--- src/rtl/alu_exec_unit.sv ---
// Execute-stage ALU: registered result with a start/busy/done handshake and an iterative 1-bit/cycle shifter.
// Define ALU_FAST_SHIFT_EN to build a single-cycle barrel shifter instead (busy tied low).

`ifndef ALU_ADD
`define ALU_ADD  4'b0000
`define ALU_SUB  4'b1000
`define ALU_SLL  4'b0001
`define ALU_SLT  4'b0010
`define ALU_SLTU 4'b0011
`define ALU_XOR  4'b0100
`define ALU_SRL  4'b0101
`define ALU_SRA  4'b1101
`define ALU_OR   4'b0110
`define ALU_AND  4'b0111
`endif

module alu_exec_unit (
    input  logic        clk,
    input  logic        rst_n,
    input  logic        start,
    input  logic [3:0]  ALUControl,
    input  logic [31:0] a,
    input  logic [31:0] b,
    input  logic        flush,
    output logic        busy,
    output logic        done,
    output logic [31:0] result,
    output logic        zero
);

    typedef enum logic {IDLE, SHIFT} state_t;
    typedef enum logic [1:0] {SK_SLL, SK_SRL, SK_SRA} shift_kind_t;

    state_t      state, state_n;
    shift_kind_t kind, kind_n;
    logic [31:0] acc, acc_n, acc_step;
    logic [4:0]  cnt, cnt_n;
    logic [31:0] result_n;
    logic        done_n;

    logic [31:0] alu_out;
    logic        is_shift;
    shift_kind_t op_kind;
    logic [4:0]  shamt;

    assign shamt = b[4:0];

    always_comb begin
        is_shift = 1'b0;
        op_kind  = SK_SLL;
        case (ALUControl)
            `ALU_SLL: begin is_shift = 1'b1; op_kind = SK_SLL; end
            `ALU_SRL: begin is_shift = 1'b1; op_kind = SK_SRL; end
            `ALU_SRA: begin is_shift = 1'b1; op_kind = SK_SRA; end
            default:  ;
        endcase
    end

    // Single-cycle datapath; in the iterative build shifts only reach here with shamt 0.
    always_comb begin
        alu_out = a + b;
        case (ALUControl)
            `ALU_SUB:  alu_out = a - b;
            `ALU_SLT:  alu_out = {31'b0, $signed(a) < $signed(b)};
            `ALU_SLTU: alu_out = {31'b0, a < b};
            `ALU_XOR:  alu_out = a ^ b;
            `ALU_OR:   alu_out = a | b;
            `ALU_AND:  alu_out = a & b;
`ifdef ALU_FAST_SHIFT_EN
            `ALU_SLL:  alu_out = a << shamt;
            `ALU_SRL:  alu_out = a >> shamt;
            `ALU_SRA:  alu_out = $unsigned($signed(a) >>> shamt);
`else
            `ALU_SLL, `ALU_SRL, `ALU_SRA: alu_out = a;
`endif
            default:   alu_out = a + b;
        endcase
    end

    always_comb begin
        case (kind)
            SK_SLL:  acc_step = {acc[30:0], 1'b0};
            SK_SRL:  acc_step = {1'b0, acc[31:1]};
            default: acc_step = {acc[31], acc[31:1]};
        endcase
    end

    always_comb begin
        state_n  = state;
        kind_n   = kind;
        acc_n    = acc;
        cnt_n    = cnt;
        result_n = result;
        done_n   = 1'b0;
        if (flush) begin
            state_n = IDLE;
        end else begin
            case (state)
                IDLE: begin
                    if (start) begin
`ifdef ALU_FAST_SHIFT_EN
                        result_n = alu_out;
                        done_n   = 1'b1;
`else
                        if (is_shift && (shamt != 5'd0)) begin
                            acc_n   = a;
                            cnt_n   = shamt;
                            kind_n  = op_kind;
                            state_n = SHIFT;
                        end else begin
                            result_n = alu_out;
                            done_n   = 1'b1;
                        end
`endif
                    end
                end
                SHIFT: begin
                    acc_n = acc_step;
                    cnt_n = cnt - 5'd1;
                    if (cnt == 5'd1) begin
                        result_n = acc_step;
                        done_n   = 1'b1;
                        state_n  = IDLE;
                    end
                end
                default: state_n = IDLE;
            endcase
        end
    end

    always_ff @(posedge clk or negedge rst_n) begin
        if (!rst_n) begin
            state  <= IDLE;
            kind   <= SK_SLL;
            acc    <= '0;
            cnt    <= '0;
            result <= '0;
            done   <= 1'b0;
        end else begin
            state  <= state_n;
            kind   <= kind_n;
            acc    <= acc_n;
            cnt    <= cnt_n;
            result <= result_n;
            done   <= done_n;
        end
    end

`ifdef ALU_FAST_SHIFT_EN
    assign busy = 1'b0;
`else
    assign busy = (state == SHIFT);
`endif
    assign zero = (result == '0);

endmodule

--- config.mk ---
export PLATFORM = sky130hd
export DESIGN_NAME = alu_exec_unit
export DESIGN_NICKNAME = d
export VERILOG_FILES = /design/src/rtl/alu_exec_unit.sv
export SDC_FILE = /design/constraint.sdc
export NUM_CORES = 1
export LEC_CHECK = 0
export BUFFER_PORTS_ARGS = -buffer_cell sky130_fd_sc_hd__buf_2
export CAP_MARGIN = 25
export CELL_PAD_IN_SITES_DETAIL_PLACEMENT = 1
export CELL_PAD_IN_SITES_GLOBAL_PLACEMENT = 1
export CORE_MARGIN = 2
export CORE_UTILIZATION = 47
export CTS_CLUSTER_DIAMETER = 80
export DETAILED_ROUTE_END_ITERATION = 8
export PLACE_DENSITY = 0.95
export SLEW_MARGIN = 10
export SYNTH_ARGS = -nofsm -noshare
export SYNTH_HDL_FRONTEND = slang
export SYNTH_SLANG_ARGS = --single-unit
--- constraint.sdc ---
create_clock -name clk -period 5.9 [get_ports clk]
set_input_delay 1.18 -clock clk [delete_from_list [all_inputs] [get_ports clk]]
set_output_delay 1.18 -clock clk [all_outputs]
set_load 0.02 [all_outputs]
==> impl_results.md, run 1 <==
- Final weighted congestion in routability-driven placement: 0.975
- Net switching power of the design: ~1.0 mW
- # fillers: approximately 2,400
- Vias after detailed routing: 10,200
- Synth unique cells: 82
- Post-detailed-route via-to-cell ratio: 6.80
- Core Area: 18,100 sq um
- Top Ports: 107
- Number of setup violations in the final report: 0
- Flip-flop and latch count after synthesis: 73
- Crit path required time: 6.16 ns
- Total negative slack: 0 ns
- Synth warnings: 0
- Synth Net Count: about 1,400
- Largest fanout on the critical path: 6
- Number of buffers inserted by hold repair at cts: 0
- Unrepaired setup endpoints after global routing: no
- Hold Violations, Final: 0
- Chip Width: 140 microns
- Clock slew at the register clock pins of the worst setup and hold paths: 0.06 ns
- Maximum capacitance violations: 0
- Async set or reset register ratio after synthesis: 100%
- Worst setup SP type: input pin
- Kind of path behind the tightest hold check: reg -> reg
- Most common cell after layout, fill and taps aside: sky130_fd_sc_hd__nand2_1
- Final worst path period need: around 4.4 ns
- Master cell of the clock root buffer: sky130_fd_sc_hd__clkbuf_16
- Number of enable flip-flop cells after synthesis: 0
- Final-stage net count: around 1,400
- Transition time at the pin with the least slew margin: 0.926 ns
- Outcome: finished with violations
- DRC Markers: 9
- Final Max Tran Viols: 0
- Initial detailed-routing violation count: roughly 1,100
- Number of antenna violations at the first check in global routing: 2
- Total Wirelength: 36,000 microns
- Total power consumption of the routed design: around 2.4 mW
- Crit Path Category: in -> reg
- Vias in the first global route: 10,200
- 1st-pass router iterations: 8
- Post-CTS Setup Repair Bufs: 0
- Number of cells produced by synthesis: approximately 1,200
- Die Area: 19,600 sq um
- Leak pwr: 4.47 nW
- CTS Sinks: 73
- Antenna violation net count after detailed routing: 0
- GR Overflow Total: 0
- Synth-to-layout area growth: 11.2%
- Final routed wire length divided by cell count: 24.0 microns
- Violations in the final reports: design-rule violations
- # port buffers: 106
- Clock insertion delay at the later pin of the skew report: between 0.3 and 0.4 ns
- Global routing usage summed across all routing layers: 36.0%
- Wire length of the first global-routing pass: between 50,000 and 60,000 microns
- Number of rows in the core area: 49
- Fraction of power spent switching nets: 43.1%
- Synthesized cell area: 8710 sq um
- Combinational Power Share: 42.8%
- Detailed placement HPWL: around 26,000 microns
- Clock network fraction of design power: 25.3%
- Clk_skew: roughly 0.0056 ns
- Mean cell area of the mapped netlist: around 7.2 sq um
- Max Root-Sink Buffers: 2
- Number of levels the H-tree was split into: 3
- Fraction of the cycle the final worst path needs: 73.8%
- Die height: approximately 140 microns
- Share of layout cells above drive strength 1: 13.4%
- Most used cells in the layout excluding fill and tap cells: sky130_fd_sc_hd__nand2_1 (178), sky130_fd_sc_hd__o21ai_0 (136), sky130_fd_sc_hd__buf_2 (105)
- Highest Clock Rate: 0.230 GHz
- Clock tree from TritonCTS: built
- Seq/Total Area, Yosys: approximately a fifth
- Power per Cell Area: 248 nW/um^2
- Number of buffers created by CTS: 9
- Max-slew headroom: 38.1%
- Initial cell density of the core: 48.2%
- Power share of the sequential group: 31.8%
- Maximum number of pins on one net before global-route repair: 74
- Internal cell power: 1.37 mW
- Leading register cell type out of synthesis: sky130_fd_sc_hd__dfrtp_1
- Worst Setup End Kind: flip-flop
- IR drop worst, VDD: roughly 110 uV
- Cts repair resizes: 0
- Arrival time of data at the critical path endpoint: 4.61 ns
state kept, by name, indices dropped and copies added, names as in the netlist:
signal  flops
done        1
busy        1
acc        32
cnt         5
kind        2
result     32
logic make-up after synthesis:
kind of cell    after synthesis  synth area share [%]
mux                           9                  1.08
simple gates                389                  20.3
flops                        73                  21.0
compound gates              443                  33.8
buf+inv                     189                  8.36
xor+xnor                     10                  1.01
fa+ha+maj                   100                  14.5
synthesized netlist by cell type, drive strengths merged (5+ instances only):
cell | n | area share [%]
a211oi | 14 | 1.3
a21o | 15 | 1.3
a21oi | 103 | 6.0
a221o | 6 | 0.69
a221oi | 23 | 2.7
a22o | 8 | 0.80
a22oi | 8 | 0.69
a311oi | 5 | 0.57
a31oi | 11 | 0.79
and2 | 12 | 0.86
buf | 23 | 1.2
clkbuf | 60 | 2.6
dfrtp | 73 | 21
ha | 98 | 14
inv | 106 | 4.6
mux2i | 6 | 0.69
nand2 | 178 | 7.7
nand2b | 11 | 0.79
nand3 | 38 | 2.2
nand4 | 7 | 0.50
nor2 | 71 | 3.1
nor2b | 10 | 0.80
nor3 | 23 | 1.4
nor3b | 5 | 0.43
nor4 | 17 | 1.2
o2111ai | 11 | 1.1
o211ai | 17 | 1.5
o21a | 5 | 0.43
o21ai | 143 | 8.3
o21bai | 9 | 0.78
o221ai | 5 | 0.50
o22ai | 5 | 0.36
o31ai | 17 | 1.6
o41ai | 5 | 0.59
xnor2 | 7 | 0.70
cell type report:
type	count	area [sq um]	share of cell area, %
diodes	2	5.00	0.0517
clock buffers	11	253	2.61
clock inverters	3	65.1	0.672
inverters	106	398	4.11
multi-input cells	951	6180	63.8
flip-flops and latches	73	1830	18.9
well taps	229	287	2.96
repair buffers	121	666	6.87
metal layers:
layer	global-route usage (%)	share of wire [%]	up-vias
met2	55.1	44	626
li1	-	-	4452
met3	7.15	11	140
met5	0	0	-
met4	15.7	4.0	0
met1	49.4	41	4950
stage by stage:
step / util (%) / cells / cell area, sq um / hold slack (ns) / setup WS (ns)
2_1_floorplan: - / 1213 / 8710 / 0.470 / 2.10
3_3_place_gp: 51.6 / 1479 / 9340 / 0.489 / 1.53
3_5_place_dp: 51.6 / 1479 / 9340 / 0.499 / 1.36
4_1_cts: 53.4 / 1493 / 9650 / 0.521 / 1.66
5_1_grt: 53.6 / 1496 / 9690 / 0.545 / 1.38
6_report: 53.6 / 1496 / 9690 / 0.512 / 1.54
worst paths after layout:
kind                                         from  slack (ns)                endpoint  cells after the start
min reg2reg                result[21]$_DFFE_PN0P_        0.51  result[21]$_DFFE_PN0P_                      2
max                                          a[0]        1.54  result[28]$_DFFE_PN0P_                     16
max in group asynchronous                   rst_n        4.57          busy$_DFF_PN0_                      2
min in group asynchronous                   rst_n        0.74      cnt[4]$_DFFE_PN0P_                      1
max reg2reg                        busy$_DFF_PN0_        2.89  result[20]$_DFFE_PN0P_                      7
min                        result[21]$_DFFE_PN0P_        0.51  result[21]$_DFFE_PN0P_                      2
worst max-delay path: stages:
cell	delay, ns
sky130_fd_sc_hd__buf_2	0.12
sky130_fd_sc_hd__inv_1	0.13
sky130_fd_sc_hd__ha_1	0.22
sky130_fd_sc_hd__inv_1	0.07
sky130_fd_sc_hd__fa_1	0.41
sky130_fd_sc_hd__nor2b_1	0.17
sky130_fd_sc_hd__o21a_1	0.19
sky130_fd_sc_hd__o21ai_1	0.23
sky130_fd_sc_hd__a311oi_2	0.17
sky130_fd_sc_hd__a21oi_2	0.33
sky130_fd_sc_hd__o31a_1	0.25
sky130_fd_sc_hd__o21ai_2	0.10
sky130_fd_sc_hd__a221oi_2	0.43
sky130_fd_sc_hd__nor3b_1	0.31
sky130_fd_sc_hd__a2111oi_2	0.10
sky130_fd_sc_hd__a21oi_1	0.21
power groups by stage:
| stage | Clock [mW] | Sequential (mW) | Combinational, mW |
|---|---|---|---|
| floorplan | 0 | 0.788 | 0.588 |
| global placement | 0 | 0.754 | 0.935 |
| detailed placement | 0 | 0.760 | 0.979 |
| CTS | 0.611 | 0.757 | 0.999 |
| global route | 0.628 | 0.776 | 1.11 |
| finish | 0.609 | 0.765 | 1.03 |
Note: power is estimated with default switching activity, not from simulation.
==> run 2, diff against run 1 <==
--- a/config.mk
+++ b/config.mk
@@ -5,15 +5,16 @@
 export SDC_FILE = /design/constraint.sdc
 export NUM_CORES = 1
 export LEC_CHECK = 0
+export ABC_AREA = 1
 export BUFFER_PORTS_ARGS = -buffer_cell sky130_fd_sc_hd__buf_2
 export CAP_MARGIN = 25
 export CELL_PAD_IN_SITES_DETAIL_PLACEMENT = 1
 export CELL_PAD_IN_SITES_GLOBAL_PLACEMENT = 1
 export CORE_MARGIN = 2
-export CORE_UTILIZATION = 47
+export CORE_UTILIZATION = 42
 export CTS_CLUSTER_DIAMETER = 80
 export DETAILED_ROUTE_END_ITERATION = 8
-export PLACE_DENSITY = 0.95
+export PLACE_DENSITY = 0.93
 export SLEW_MARGIN = 10
 export SYNTH_ARGS = -nofsm -noshare
 export SYNTH_HDL_FRONTEND = slang
==> constraint.sdc (replaced) <==
create_clock -name clk -period 4.24 [get_ports clk]
set_input_delay 0.848 -clock clk [delete_from_list [all_inputs] [get_ports clk]]
set_output_delay 0.848 -clock clk [all_outputs]
set_load 0.02 [all_outputs]
==> run 2 against run 1 <==
  * The run now ends clean
  * Clock skew rose by 0.0032 ns
  * Worst hold slack improved by 0.033 ns
  * Worst setup slack lost 0.58 ns
  * Critical path type unchanged
  * Largest cell class unchanged
  * Routed wire length increased by 27%
  * Utilization down 7.0 points
  * Clock-buffer cell count is 1 higher
  * Largest power group unchanged
  * Critical path depth fell by 6
  * Global-route usage down 1.3 points
  * Design area grew 16%
  * Power grew 52%
==> impl_results.md, run 2 <==
- Core occupancy in the finished layout: 46.6% (-7.0 points)
- Leading register cell type out of synthesis: sky130_fd_sc_hd__dfrtp_1
- Synth top area cells: sky130_fd_sc_hd__nand2_1 (18%), sky130_fd_sc_hd__dfrtp_1 (18%), sky130_fd_sc_hd__ha_1 (12%)
- Simple logic cell fraction of the synthesized area: 34.6% (+14 points)
- Routed metal-1 wire length: 19,100 microns (+29%)
- Dominant combinational cell family by area after synthesis: simple AND/OR/NAND/NOR gates
- Number of buffers created by CTS: 9 (unchanged)
- Leak pwr: 6.29 nW (+41%)
- Synth-to-layout area growth: 9.70%
- Arrival time of data at the critical path endpoint: 3.53 ns (-1.08 ns)
- Number of levels the H-tree was split into: 3 (unchanged)
- Vias in the first global route: 12,800 (+26%)
- Die Area: 25,700 sq um (+31%)
- Kind of path behind the tightest hold check: reg -> reg
- Wire length of the first global-routing pass: 70,300 microns (+25%)
- GR Overflow Total: 0 (unchanged)
- CTS Sinks: 73 (unchanged)
- Worst Setup End Kind: flip-flop
- Initial cell density of the core: 42.5% (-5.7 points)
- 1st-pass router iterations: 6 (-2)
- Final worst path period need: 3.28 ns
- Summed area of non-filler cells in the final layout: 11,300 sq um (+16%)
- Final weighted congestion in routability-driven placement: 1.02 (+4.3%)
- Outcome: completed
- Cts repair resizes: 0 (unchanged)
- Vias after detailed routing: 12,600 (+24%)
- Final Max Tran Viols: 0 (unchanged)
- Synth Net Count: 1,964 (+42%)
- Unrepaired setup endpoints after global routing: no
- Flip-flop and latch count after synthesis: 73 (unchanged)
- Transition time at the pin with the least slew margin: 0.985 ns (+0.0584 ns)
- Clock insertion delay at the later pin of the skew report: 0.35 ns (about the same)
- Most numerous cell types in the synthesized netlist: sky130_fd_sc_hd__nand2_1 (490), sky130_fd_sc_hd__inv_1 (325), sky130_fd_sc_hd__nor2_1 (191)
- Post-place setup slack: 0.778 ns (-0.583 ns)
- Maximum number of pins on one net before global-route repair: 74 (unchanged)
- Total negative slack: 0 ns (unchanged)
- Share of the synthesized area in the top cell type: 17.9% (-3.1 points)
- Complex-gate fraction of the synthesized area: 18.2% (-16 points)
- Smallest hold slack: 0.545 ns (+0.0329 ns)
- IR drop worst, VDD: 222 uV (+93%)
- Detail Route met3 WL: 4470 microns (+17%)
- # fillers: 3,463 (+46%)
- Antenna cells: 0 (-2)
- Number of setup violations in the final report: 0 (unchanged)
- Number of buffers inserted by hold repair at cts: 0 (unchanged)
- Global routing usage summed across all routing layers: 34.7% (-1.3 points)
- Maximum capacitance violations: 0 (unchanged)
- Number of cells produced by synthesis: 1,792 (+48%)
- Cell with the most instances after synthesis: sky130_fd_sc_hd__nand2_1
- Antenna violation net count after detailed routing: 0 (unchanged)
- Synth unique cells: 46 (-44%)
- Async set or reset register ratio after synthesis: 100% (unchanged)
- Worst setup SP type: input pin
- Master cell of the clock root buffer: sky130_fd_sc_hd__clkbuf_16
- Number of enable flip-flop cells after synthesis: 0 (unchanged)
- Top Ports: 107 (unchanged)
- Clk_skew: 0.00877 ns (+0.00317 ns)
- Fin worst setup slack: 0.963 ns (-0.582 ns)
- Most common cell after layout, fill and taps aside: sky130_fd_sc_hd__nand2_1
- Post-detailed-route via-to-cell ratio: 5.82 (-14%)
- Area leader, netlist: sky130_fd_sc_hd__nand2_1
- Crit path required time: 4.50 ns (-1.66 ns)
- Post-CTS Setup Repair Bufs: 0 (unchanged)
- Max Root-Sink Buffers: 2 (unchanged)
- Detailed placement HPWL: 35,900 microns (+37%)
- Final-stage net count: 2,014 (+40%)
- Portion of netlist area occupied by mux cells: 0% (-1.1 points)
- Registers with the most flip-flops: acc: 32 flops, result: 32 flops, cnt: 5 flops
- Fraction of the cycle the final worst path needs: 77.3%
- # port buffers: 106 (unchanged)
- Mean cell area of the mapped netlist: 5.73 sq um (-20%)
- Clock tree from TritonCTS: built
- Seq/Total Area, Yosys: 17.8% (-3.2 points)
- Initial detailed-routing violation count: 1,122 (+5.3%)
- Synth warnings: 0 (unchanged)
- Highest layer used for signal routing: met4
- Core Area: 24,200 sq um (+34%)
- Total Wirelength: 45,600 microns (+27%)
- Max-slew headroom: 34.1% (-4.0 points)
- Clock slew at the register clock pins of the worst setup and hold paths: 0.06 ns (about the same)
- Most used cells in the layout excluding fill and tap cells: sky130_fd_sc_hd__nand2_1 (490), sky130_fd_sc_hd__inv_1 (325), sky130_fd_sc_hd__nor2_1 (190)
- DRC Markers: 0 (-9)
- Xor and xnor area share after synthesis: 1.02% (+0.018 points)
- Cell area after placement: 10,900 sq um (+17%)
- Highest Clock Rate: 0.305 GHz
- Met2 layer wire length in the routed design: 20,300 microns (+28%)
- Share of layout cells above drive strength 1: 8.39% (-5.0 points)
- Crit Path Category: in -> reg
- Chip Width: 160 microns (+14%)
- Largest fanout on the critical path: 45 (+39)
- Slack of the worst reg-to-reg path: 1.64 ns (-1.25 ns)
- Hold Violations, Final: 0 (unchanged)
- Area share of fa/ha/maj cells after synthesis: 12.3% (-2.2 points)
- Number of antenna violations at the first check in global routing: 1 (-1)
- Die height: 160 microns (+14%)
- Synthesized cell area: 10,300 sq um (+18%)
- Final routed wire length divided by cell count: 21.0 microns (-13%)
- Power per Cell Area: 324 nW/um^2 (+31%)
- Number of rows in the core area: 57 (+16%)
[run 2: kinds of logic after synthesis]
group	Yosys count
adders and majority gates	100
buffers and inverters	410
AOI/OAI and AO/OA	332
xor gates and xnor gates	12
DFF	73
and+or+nand+nor	865
[run 2: worst max-delay path, stage by stage]
cell and delay [ns]:
sky130_fd_sc_hd__buf_2 0.12, sky130_fd_sc_hd__inv_1 0.07, sky130_fd_sc_hd__nor2_2 0.17, sky130_fd_sc_hd__nand2_2 0.32
sky130_fd_sc_hd__inv_2 0.64, sky130_fd_sc_hd__nand3_1 0.24, sky130_fd_sc_hd__o21ai_4 0.42, sky130_fd_sc_hd__buf_4 0.41
sky130_fd_sc_hd__o21ai_0 0.17, sky130_fd_sc_hd__o21ai_0 0.11
[run 2: path summary, 6_finish.rpt]
| path | startpoint | to | depth (start not counted) |
|---|---|---|---|
| hold reg to reg | acc[0]$_DFFE_PN0P_ | acc[0]$_DFFE_PN0P_ | 2 |
| setup / recovery | ALUControl[0] | acc[25]$_DFFE_PN0P_ | 10 |
| max in group asynchronous | rst_n | busy$_DFF_PN0_ | 1 |
| hold / removal | acc[0]$_DFFE_PN0P_ | acc[0]$_DFFE_PN0P_ | 2 |
| setup reg to reg | busy$_DFF_PN0_ | result[28]$_DFFE_PN0P_ | 7 |
| min in group asynchronous | rst_n | acc[4]$_DFFE_PN0P_ | 1 |
[run 2: area by class of cell]
cell class | count | area (sq um) | area share, %
sequential | 73 | 1830 | 16.2
timing repair buffer | 115 | 601 | 5.33
clock buffer | 12 | 267 | 2.37
multi-input combinational | 1309 | 6810 | 60.5
clock inverter | 4 | 97.6 | 0.866
inverter | 334 | 1250 | 11.1
tap | 324 | 405 | 3.60
[run 2: where the power goes]
group / total [mW] / leakage, nW / switching, mW / internal (mW)
Combinational: 1.67 / 5.25 / 1.19 / 0.480
Sequential: 1.05 / 0.863 / 0.155 / 0.894
Clock: 0.933 / 0.175 / 0.310 / 0.623
[run 2: through the flow]
stage	total power, mW	std cells
after floorplan	2.05	1792
after global placement	2.57	2155
after detailed placement	2.65	2155
after CTS	3.60	2171
after global routing	3.83	2171
final	3.65	2171
[run 2: layer usage]
layer / vias to the layer above / GRT usage (%)
li1: 5785 / -
met1: 6097 / 46.9
met2: 614 / 54.8
met3: 130 / 6.92
met4: 0 / 13.3
met5: - / 0
